File: src/rtl/gnss_buf_pkg.sv
// Constants and state encoding for the GNSS capture buffer.
// The capture writer uses this package as well.
package gnss_buf_pkg;

  localparam int WORD_W     = 36;
  localparam int SPW        = 18;
  localparam int DEPTH      = 512;
  localparam int WIDX_W     = 9;
  localparam int ADDR_SHIFT = 5;
  localparam int ADDR_W     = WIDX_W + ADDR_SHIFT;
  localparam int CNT_W      = $clog2(SPW);

  typedef enum logic [1:0] {
    IDLE,
    RUN,
    DONE
  } state_t;

endpackage

File: src/rtl/iq_buf_reader_word_unpacker.sv
// Serializes packed I/Q words into one sample per handshake, with a
// one-word prefetch slot so word boundaries cost no bubble.
module word_unpacker
  import gnss_buf_pkg::*;
(
  input  logic              clk,
  input  logic              rst,
  input  logic              flush_i,
  input  logic [WORD_W-1:0] word_in_i,
  input  logic              word_we_i,
  output logic              need_word_o,
  output logic              drained_o,
  input  logic              s_ready_i,
  output logic              s_valid_o,
  output logic              s_i_o,
  output logic              s_q_o
);

  logic [SPW-1:0]    cur_ih_q, cur_ih_d;
  logic [SPW-1:0]    cur_qh_q, cur_qh_d;
  logic              cur_v_q, cur_v_d;
  logic [CNT_W-1:0]  cnt_q, cnt_d;
  logic [WORD_W-1:0] nxt_q, nxt_d;
  logic              nxt_v_q, nxt_v_d;
  logic              hs;
  logic              cur_end;

  assign hs      = cur_v_q & s_ready_i;
  assign cur_end = hs && (cnt_q == CNT_W'(SPW - 1));

  always_comb begin
    cur_ih_d = cur_ih_q;
    cur_qh_d = cur_qh_q;
    cur_v_d  = cur_v_q;
    cnt_d    = cnt_q;
    nxt_d    = nxt_q;
    nxt_v_d  = nxt_v_q;
    // Shifting out toward bit 0 leaves the halves all-zero once drained.
    if (hs) begin
      cur_ih_d = cur_ih_q >> 1;
      cur_qh_d = cur_qh_q >> 1;
      cnt_d    = cnt_q + CNT_W'(1);
    end
    if (cur_end) begin
      cnt_d   = '0;
      cur_v_d = nxt_v_q;
      if (nxt_v_q) begin
        cur_ih_d = nxt_q[SPW-1:0];
        cur_qh_d = nxt_q[WORD_W-1:SPW];
        nxt_v_d  = 1'b0;
      end
    end
    if (word_we_i) begin
      if (!cur_v_d) begin
        cur_ih_d = word_in_i[SPW-1:0];
        cur_qh_d = word_in_i[WORD_W-1:SPW];
        cur_v_d  = 1'b1;
        cnt_d    = '0;
      end else begin
        nxt_d   = word_in_i;
        nxt_v_d = 1'b1;
      end
    end
    if (flush_i) begin
      cur_ih_d = '0;
      cur_qh_d = '0;
      cur_v_d  = 1'b0;
      cnt_d    = '0;
      nxt_d    = '0;
      nxt_v_d  = 1'b0;
    end
  end

  always_ff @(posedge clk) begin
    if (rst) begin
      cur_ih_q <= '0;
      cur_qh_q <= '0;
      cur_v_q  <= 1'b0;
      cnt_q    <= '0;
      nxt_q    <= '0;
      nxt_v_q  <= 1'b0;
    end else begin
      cur_ih_q <= cur_ih_d;
      cur_qh_q <= cur_qh_d;
      cur_v_q  <= cur_v_d;
      cnt_q    <= cnt_d;
      nxt_q    <= nxt_d;
      nxt_v_q  <= nxt_v_d;
    end
  end

  assign need_word_o = !nxt_v_q;
  assign drained_o   = cur_end && !nxt_v_q;
  assign s_valid_o   = cur_v_q;
  assign s_i_o       = cur_ih_q[0];
  assign s_q_o       = cur_qh_q[0];

endmodule

File: src/rtl/iq_buf_reader.sv
// Replays a captured I/Q buffer region as a valid/ready sample stream,
// with circular addressing and a repeat count for per-Doppler-bin reuse.
module iq_buf_reader
  import gnss_buf_pkg::*;
(
  input  logic              clk,
  input  logic              rst,
  input  logic              start,
  input  logic              abort,
  input  logic [WIDX_W-1:0] base_word,
  input  logic [WIDX_W:0]   num_words,
  input  logic [7:0]        num_passes,
  output logic              busy,
  output logic              done,
  output logic              mem_ce,
  output logic [ADDR_W-1:0] mem_ad,
  input  logic [WORD_W-1:0] mem_do,
  output logic              s_valid,
  input  logic              s_ready,
  output logic              s_i,
  output logic              s_q
);

  state_t            state_q;
  logic              busy_q, done_q, mem_ce_q, pend_q;
  logic [ADDR_W-1:0] mem_ad_q;
  logic [WIDX_W-1:0] base_q, idx_q;
  logic [WIDX_W:0]   nw_q, wcnt_q;
  logic [17:0]       left_q;
  logic [7:0]        passes_eff;
  logic [17:0]       total_reads;
  logic              need_word, drained, issue, finish;

  assign passes_eff  = (num_passes == 8'd0) ? 8'd1 : num_passes;
  assign total_reads = 18'(num_words) * 18'(passes_eff);

  // A read may only go out once the previous one has landed in the unpacker.
  assign issue  = (state_q == RUN) && need_word && !mem_ce_q && !pend_q && (left_q != '0);
  assign finish = (state_q == RUN) && drained && !mem_ce_q && !pend_q && (left_q == '0);

  always_ff @(posedge clk) begin
    if (rst) begin
      state_q  <= IDLE;
      busy_q   <= 1'b0;
      done_q   <= 1'b0;
      mem_ce_q <= 1'b0;
      pend_q   <= 1'b0;
      mem_ad_q <= '0;
      base_q   <= '0;
      idx_q    <= '0;
      nw_q     <= '0;
      wcnt_q   <= '0;
      left_q   <= '0;
    end else if (abort) begin
      state_q  <= IDLE;
      busy_q   <= 1'b0;
      done_q   <= 1'b0;
      mem_ce_q <= 1'b0;
      pend_q   <= 1'b0;
    end else begin
      pend_q   <= mem_ce_q;
      mem_ce_q <= 1'b0;
      done_q   <= 1'b0;
      case (state_q)
        IDLE: begin
          if (start) begin
            base_q <= base_word;
            nw_q   <= num_words;
            busy_q <= 1'b1;
            if (num_words == '0) begin
              state_q <= DONE;
              done_q  <= 1'b1;
            end else begin
              // First read goes out straight from the start edge.
              state_q  <= RUN;
              mem_ce_q <= 1'b1;
              mem_ad_q <= {base_word, {ADDR_SHIFT{1'b0}}};
              left_q   <= total_reads - 18'd1;
              if (num_words == (WIDX_W+1)'(1)) begin
                idx_q  <= base_word;
                wcnt_q <= num_words;
              end else begin
                idx_q  <= base_word + WIDX_W'(1);
                wcnt_q <= num_words - (WIDX_W+1)'(1);
              end
            end
          end
        end
        RUN: begin
          if (issue) begin
            mem_ce_q <= 1'b1;
            mem_ad_q <= {idx_q, {ADDR_SHIFT{1'b0}}};
            left_q   <= left_q - 18'd1;
            if (wcnt_q == (WIDX_W+1)'(1)) begin
              idx_q  <= base_q;
              wcnt_q <= nw_q;
            end else begin
              idx_q  <= idx_q + WIDX_W'(1);
              wcnt_q <= wcnt_q - (WIDX_W+1)'(1);
            end
          end
          if (finish) begin
            state_q <= DONE;
            done_q  <= 1'b1;
          end
        end
        DONE: begin
          state_q <= IDLE;
          busy_q  <= 1'b0;
        end
        default: state_q <= IDLE;
      endcase
    end
  end

  word_unpacker u_unpacker (
    .clk         (clk),
    .rst         (rst),
    .flush_i     (abort),
    .word_in_i   (mem_do),
    .word_we_i   (pend_q),
    .need_word_o (need_word),
    .drained_o   (drained),
    .s_ready_i   (s_ready),
    .s_valid_o   (s_valid),
    .s_i_o       (s_i),
    .s_q_o       (s_q)
  );

  assign busy   = busy_q;
  assign done   = done_q;
  assign mem_ce = mem_ce_q;
  assign mem_ad = mem_ad_q;

endmodule

File: config.mk
export PLATFORM = sky130hd
export DESIGN_NAME = iq_buf_reader
export DESIGN_NICKNAME = d
export VERILOG_FILES = /design/src/rtl/gnss_buf_pkg.sv /design/src/rtl/iq_buf_reader_word_unpacker.sv /design/src/rtl/iq_buf_reader.sv
export SDC_FILE = /design/constraint.sdc
export NUM_CORES = 1
export LEC_CHECK = 0
export CORE_MARGIN = 4
export CORE_UTILIZATION = 60
export CTS_BUF_LIST = sky130_fd_sc_hd__clkbuf_8
export DETAILED_ROUTE_END_ITERATION = 8
export DONT_BUFFER_PORTS = 1
export HOLD_SLACK_MARGIN = 0.1
export PLACE_DENSITY = 0.85
export SYNTH_ARGS = -nofsm -noshare
export SYNTH_HDL_FRONTEND = slang
export SYNTH_SLANG_ARGS = --single-unit
File: constraint.sdc
create_clock -name clk -period 5.7 [get_ports clk]
set_input_delay 1.14 -clock clk [delete_from_list [all_inputs] [get_ports clk]]
set_output_delay 1.14 -clock clk [all_outputs]
set_load 0.05 [all_outputs]
==> results, run 1 <==
- The initial antenna violation count was 0.
- Entering global routing, the biggest net connects 80 pins.
- Data on the critical path is required at its endpoint by 6.03 ns.
- The share of the yosys chip area belonging to registers is 0.288.
- STA classifies the critical path startpoint as an input pin.
- The maximum resistive drop on vdd is 296 uV.
- The slowest cell on the critical path is fa_1.
- The cell accounting for the most synthesized area is dfxtp_1.
- The layout-stage area growth over the synthesis result is 3.68%.
- The routed design has 25.5 mm of wire.
- The element type at the critical path end is a flop.
- At the pin with the least slew margin, the transition time is 1.22 ns.
- The total via count in the routed design is 9305.
- TritonCTS built the clock tree.
- The run finished with clean final reports.
- The number of pins exceeding their max-slew limit in the final report is 0.
- The power density over the cells is 344 mW/mm2.
- The critical path goes through nor4_1, a21o_1, nand2_1, fa_1, fa_1, fa_1, fa_1, inv_1, ha_1, a21o_1, a21oi_1, a211oi_1, o21ai_0, nor3b_1, nor3_1, or3_1.
- The routed wirelength normalized by instance count is 16.4 um.
- The proportion of synthesized flip-flops having asynchronous set or reset is 0.
- In the routed design, unresolved DRC markers number 0.
- The tightest min-delay check is of the reg2reg type.
- The first detailed-routing pass took 6 iterations.
- Averaged over all synthesized cells, the footprint is 7.55 um2.
- For this configuration, the core starts out at a cell density of 0.620.
- The routed design uses 12.3 mm of met2 wire.
- The fraction of final layout cells with drive strength greater than 1 is 0.0560.
- Along the worst path, the maximum fanout reaches 11.
- The cell area that synthesis handed to floorplanning was 0.0104 mm2.
- The sequential cells in the finished layout cover a total of 0.00300 mm2.
- The count of endpoints failing setup in the final report is 0.
- For the worst-skew pair, the clock arrives at the later sink with an insertion delay of 0.45 ns.
- The tool flagged a number of max-cap violations equal to 0.
- In the finished design, the share of the clock period the worst path needs comes to 0.937.
- 88 I/O pins were placed.
- Once the clock tree was built, the setup fixing pass inserted 0 buffers.
- At the end of the flow, the number of nets in the layout was 1500.
- The finished cells cover 0.0108 mm2.
- The cell occurring most often along the worst timing path is fa_1.
- Clock-pin slew was measured on the worst setup and hold paths at 0.08 ns.
- After clock tree synthesis, the repair step resized 0 gates.
- The clock root buffer is clkbuf_8.
- On the final layout, the worst clock skew is 0.0128 ns.
- Setup slack closes at 0.356 ns.
- The final weighted congestion in routability-driven placement is 0.900.
- The Yosys warning count is 0.
- The highest metal layer with signal wires is met4.
- The wire length of the first global-routing pass is 43.5 mm.
- The gate count after technology mapping is 1382.
- Counting along the longest clock path gives a buffer depth of 2.
- The leakage power is 4.30 nW.
- The critical path is of the in2reg type.
- The number of hold-slack violations in the final timing report was 0.
- Among cell families on the critical path, the largest total delay comes from adder cells.
- The combined buffer and inverter count along the critical path is 1.
- The via count of the first global-routing pass is 8837.
- Once detailed placement completed, the half-perimeter wirelength came to 17.9 mm.
- The die area is 0.0196 mm2.
- The row count is 47.
- Sorting the synthesized cells by area gives the leading types as dfxtp_1, nand2_1, fa_1.
- The final critical-path required period is 5.34 ns.
- The count of antenna diodes in the layout is 0.
- The all-layer global routing usage is 0.263.
- Once detail routing completed, the nets flagged for antenna violations numbered 0.
- The number of hold buffers added after CTS was 0.
- The data arrival time at the worst-slack endpoint is 5.67 ns.
- The register-to-register setup slack is 2.32 ns.
- In this design, the stage delay of the slowest critical-path cell is 0.54 ns.
- The amount of wire on met3 after detailed routing is 2.19 mm.
- Global routing finished with a remaining overflow of 0.
- Input and output buffers added on the ports amount to 0.
- In this run, synthesis inferred 0 flip-flops with an integrated enable.
- The number of different library cells in the post-synthesis netlist is 67.
- Based on the critical path, the design can be clocked at up to 0.187 GHz.
- Measured against its own limit, the worst slew margin works out to 0.186.
- Fill cells in the final layout number 1441.
- Of the post-synthesis cell area, the dominant cell type holds 0.288.
- The post-detailed-route via-to-cell ratio is 5.97.
- The height of the die is 140 um.
- The total CTS buffers is 17.
- In the final routing, the length of wire on met1 measures 10.7 mm.
- The post-placement setup slack is -0.0814 ns.
- In the synthesized netlist, the cells that appear most often are nand2_1, dfxtp_1, a21oi_1.
- After detailed placement, the total cell area comes to 0.0104 mm2.
- The multi-input combinational cells in the finished layout cover a total of 0.00667 mm2.
- The floorplan step set the die width to 140 um.
- The worst hold slack after final layout is 0.455 ns.
- The cell with the most instances after synthesis is nand2_1.
- The depth of the CTS H-tree is 4.
- The DRC violation total after the first TritonRoute iteration is 962.
- Setup repair after global routing left no endpoint under its margin.
- The tree built by TritonCTS fans out to 150 sinks.
- The predominant post-synthesis flop cell is dfxtp_1.
- The synthesized flop and latch total is 150.
- The total area inside the core boundary comes to 0.0168 mm2.
final timing paths:
kind | cells after the start | start | end
setup / recovery | 16 | num_passes[4] | left_q[13]
hold / removal | 2 | nw_q[4] | nw_q[4]
setup reg to reg | 9 | u_unpacker.s_valid_o | u_unpacker.cnt_q[1]
hold reg to reg | 2 | nw_q[4] | nw_q[4]
worst min-delay path, stage by stage, from the launching register on:
cell,delay [ns]
dfxtp_1,0.32
nand2_1,0.05
a21oi_1,0.05
through the flow:
step                 util  cells  power [mW]  setup TNS, ns
floorplan               -   1386        2.55              0
detailed placement  0.621   1528        2.93        -0.0814
global route        0.643   1559        4.00              0
finish              0.643   1559        3.72              0
CTS                 0.643   1559        3.71              0
global placement    0.621   1528        2.87              0
cells by family after synthesis:
logic type,count (synthesis),synth area share
xor+xnor,40,0.0336
other cells,1,0.000360
simple gates,586,0.252
buf+inv,192,0.0764
compound gates,305,0.183
mux,3,0.00288
flops,150,0.288
fa+ha+maj,105,0.164
per-layer routing:
| metal | vias up | track usage |
|---|---|---|
| li1 | 4540 | - |
| met1 | 4390 | 0.361 |
| met2 | 346 | 0.429 |
| met3 | 29 | 0.0607 |
| met4 | 0 | 0.0561 |
| met5 | - | 0 |
power by group:
part | internal [mW] | switching (mW) | leakage (nW)
Combinational | 0.731 | 1.01 | 2.89
Sequential | 1.11 | 0.0789 | 1.22
Clock | 0.382 | 0.414 | 0.185
flip-flops by register name, indices dropped and copies added (netlist names), 2 cells and up:
signal               flops
u_unpacker.cur_qh_q     18
idx_q                    9
base_q                   9
wcnt_q                  10
nw_q                    10
u_unpacker.nxt_q        36
left_q                  18
state_q                  2
u_unpacker.cnt_q         5
mem_ad                   9
u_unpacker.cur_ih_q     18
cells in the final DEF, fill, tap and decap left out, drive strengths merged, types with 4 or more instances in the layout:
cell      count
clkbuf       17
nand2       332
nand2b        9
o22ai         5
a21oi       142
or4           9
nor3         27
a31oi         5
a211oi       17
a22oi         4
or3           9
ha           52
o21a          6
xor2         17
conb          5
clkinvlp      4
a21o          7
clkinv        6
o21ai        49
xnor2        23
nor2b         8
fa           53
a311oi        9
and3          4
inv          98
and2         26
nor2         77
dfxtp       150
nor4          9
nand4        10
o211ai       42
nand3        51
buf          18
layout make-up:
class,count,area share
Multi-Input combinational cell,1044,0.617
Sequential cell,150,0.278
Inverter,96,0.0333
Tap cell,220,0.0255
Clock buffer,17,0.0216
Clock inverter,14,0.0126
Timing Repair Buffer,18,0.0125
(Power assumes the default switching activity.)
==> run 2: changes to the inputs <==
--- a/config.mk
+++ b/config.mk
@@ -12,6 +12,7 @@
 export DONT_BUFFER_PORTS = 1
 export HOLD_SLACK_MARGIN = 0.1
 export PLACE_DENSITY = 0.85
+export SKIP_CTS_REPAIR_TIMING = 1
 export SYNTH_ARGS = -nofsm -noshare
 export SYNTH_HDL_FRONTEND = slang
 export SYNTH_SLANG_ARGS = --single-unit
==> results of run 2 <==
The final DEF is identical to that of run 1; final timing and power are the same.
==> run 3: changes to the inputs <==
--- a/config.mk
+++ b/config.mk
@@ -6,12 +6,11 @@
 export NUM_CORES = 1
 export LEC_CHECK = 0
 export CORE_MARGIN = 4
-export CORE_UTILIZATION = 60
+export CORE_UTILIZATION = 50
 export CTS_BUF_LIST = sky130_fd_sc_hd__clkbuf_8
 export DETAILED_ROUTE_END_ITERATION = 8
-export DONT_BUFFER_PORTS = 1
 export HOLD_SLACK_MARGIN = 0.1
-export PLACE_DENSITY = 0.85
+export PLACE_DENSITY = 0.79
 export SKIP_CTS_REPAIR_TIMING = 1
 export SYNTH_ARGS = -nofsm -noshare
 export SYNTH_HDL_FRONTEND = slang
==> results, run 3 (same netlist as run 1, synthesis figures left out) <==
- The run finished with clean final reports.
- The signal on the critical path passes through clkdlybuf4s50_1, nor3_1, a21o_2, buf_6, buf_4, and2_1, fa_1, ha_1, inv_1, fa_1, fa_1, inv_1, ha_1, nor2b_2, o31a_1, o31a_1, o21a_1, or3_1, a31oi_1, o22ai_1.
- The count of antenna diodes in the layout is 0.
- The library cells used most frequently in the layout, excluding fill and tap cells, are nand2_1, dfxtp_1, a21oi_1.
- Headroom to the max-slew limit came out at 0.179.
- The wire-length estimate of the detail-placed layout is 18.5 mm.
- In the final layout, the share of cells above drive strength 1 is 0.0917.
- The total via count in the routed design is 9825.
- The cell occurring most often along the worst timing path is fa_1.
- The maximum resistive drop on vdd is 218 uV.
- TritonCTS built the clock tree.
- The routed wirelength normalized by instance count is 15.1 um.
- The combined buffer and inverter count along the critical path is 5.
- The tightest min-delay check is of the reg2reg type.
- In this run the horizontal extent of the chip is 152 um.
- Summed over all nets, the switching power comes to 1.60 mW.
- The amount of wire on met3 after detailed routing is 1.78 mm.
- Leaving out fill and tap cells, the most frequent cell in the layout is nand2_1.
- The row count is 52.
- The clock group share of total power is 0.198.
- The worst hold slack after final layout is 0.455 ns.
- The highest metal layer carrying signal wires in the routed design is met4.
- Dividing the final minimum period by the clock period gives 0.974.
- The die area is 0.0232 mm2.
- The all-layer global routing usage is 0.222.
- The floorplan step set the die height to 152 um.
- The startpoint type of the worst setup path is an input pin.
- The internal power is 2.46 mW.
- The power density over the cells is 334 mW/mm2.
- Of the total power, the share spent switching nets is 0.394.
- Detailed routing placed a total of 12.5 mm of wire on met2.
- Entering global routing, the biggest net connects 69 pins.
- The data arrival time at the worst-slack endpoint is 5.87 ns.
- Setup violations remaining at the end of the flow were counted as 0.
- The initial antenna violation count is 0.
- Broken down by cell family, the worst path's largest delay share belongs to adder cells.
- The register-to-register setup slack is 2.12 ns.
- The maximum fanout along the worst path is 4.
- Across all setup checks in the final design, the least slack found is 0.147 ns.
- The worst clock skew is 0.0151 ns.
- The final wirelength is 26.3 mm.
- The number of flip-flops under the largest register name is 36.
- The congestion estimate from routability-driven global placement came to 0.857.
- Of the total power, registers draw 0.286.
- The count of nets left with antenna violations once routing finished came out at 0.
- The clock passes through at most 2 buffers.
- The top-level port count is 88.
- The effective utilization at floorplan is 0.512.
- The first detailed-routing pass ran for 5 iterations.
- The detailed router finished its first iteration with 637 violations.
- Summed over all layers, the global routing overflow is 0.
- The wire length the detailed router placed on met1 is 11.7 mm.
- The total CTS buffers is 17.
- Clock-pin slew was measured on the worst setup and hold paths at 0.08 ns.
- The final critical-path required period is 5.55 ns.
- At the later pin of the worst-skew pair, clock insertion delay measures 0.46 ns.
- The largest single stage delay on the critical path is 0.49 ns.
- The number of hold-slack violations in the final timing report is 0.
- At the worst endpoint, the required time is 6.01 ns.
- Dividing the detail-routed via count by the number of cells gives 5.64.
- Input and output buffers added on the ports amount to 82.
- The floorplan core area is 0.0204 mm2.
- CTS saw 150 sinks.
- The number of max-capacitance violations reported is 0.
- The critical path is of the in2reg type.
- The leakage power is 4.93 nW.
- CTS built an H-tree with a depth of 4.
- The share of total power dissipated in combinational logic is 0.516.
- For this run, design rule violations remaining after detail routing come to 0.
- For this run, the top clock speed supported by timing is 0.180 GHz.
- The first global-routing pass estimated 44.5 mm of wire.
- The area growth from synthesis to layout is 16.5%.
- The number of pins exceeding their max-slew limit in the final report is 0.
- The element type at the critical path end is a flop.
- Prior to clock tree synthesis, the placed netlist has a worst setup slack of -0.564 ns.
- Setup repair after global routing left no endpoint under its margin.
- The net count of the finished layout is 1633.
- The via count of the first global-routing pass is 9348.
- The transition time of the tightest slew-check pin is 1.23 ns.
- The register name with the most flops is u_unpacker.nxt_q.
- The clock root buffer is clkbuf_8.
- The slowest cell on the critical path is clkdlybuf4s50_1.
==> run 3: changes by cell type in the layout (fill, tap and decap cells not counted), sizes merged <==
cell / previous run / this run
clkbuf: 17 / 18
buf: 18 / 70
dlymetal6s2s: 0 / 6
clkinvlp: 4 / 3
clkdlybuf4s50: 0 / 75
inv: 98 / 100
clkinv: 6 / 4
==> run 3: routing by layer <==
| layer | track usage | up-vias |
|---|---|---|
| met3 | 0.0440 | 28 |
| met1 | 0.308 | 4664 |
| met2 | 0.363 | 324 |
| met5 | 0 | - |
| li1 | - | 4809 |
| met4 | 0.0429 | 0 |
==> run 3: worst paths after layout <==
kind | from | end | cells past startpoint
setup reg to reg | state_q[0] | mem_ad[6] | 7
hold reg to reg | base_q[7] | base_q[7] | 2
hold / removal | base_q[7] | base_q[7] | 2
setup / recovery | num_passes[1] | left_q[10] | 20
==> run 3: cell type report <==
type / instances / area (um2)
Sequential cell: 150 / 3000
Clock inverter: 13 / 131
Timing Repair Buffer: 151 / 1350
Fill cell: 1847 / 8210
Multi-Input combinational cell: 1044 / 6720
Tap cell: 270 / 338
Inverter: 96 / 360
Clock buffer: 18 / 248
==> run 3: worst min-delay path, cell delays in order (launching register included) <==
cell and delay (ns):
dfxtp_1 0.31, nand2_1 0.05, a21oi_1 0.05
==> run 3: power groups by stage <==
stage | clock network [mW] | logic [mW] | registers, mW
global route | 0.858 | 2.36 | 1.17
CTS | 0.815 | 2.03 | 1.16
global placement | 0 | 1.96 | 1.18
floorplan | 0 | 1.36 | 1.19
detailed placement | 0 | 2.01 | 1.18
finish | 0.806 | 2.10 | 1.16
==> run 3: stage by stage <==
stage | cells | power, mW | setup TNS, ns | cell area [um2] | utilization
6_report | 1742 | 4.06 | 0 | 12200 | 0.597
4_1_cts | 1741 | 4.00 | -0.0848 | 12100 | 0.593
3_5_place_dp | 1710 | 3.20 | -3.39 | 11700 | 0.574
5_1_grt | 1742 | 4.39 | 0 | 12200 | 0.597
2_1_floorplan | 1386 | 2.55 | 0 | 10400 | -
3_3_place_gp | 1710 | 3.14 | -1.86 | 11700 | 0.574
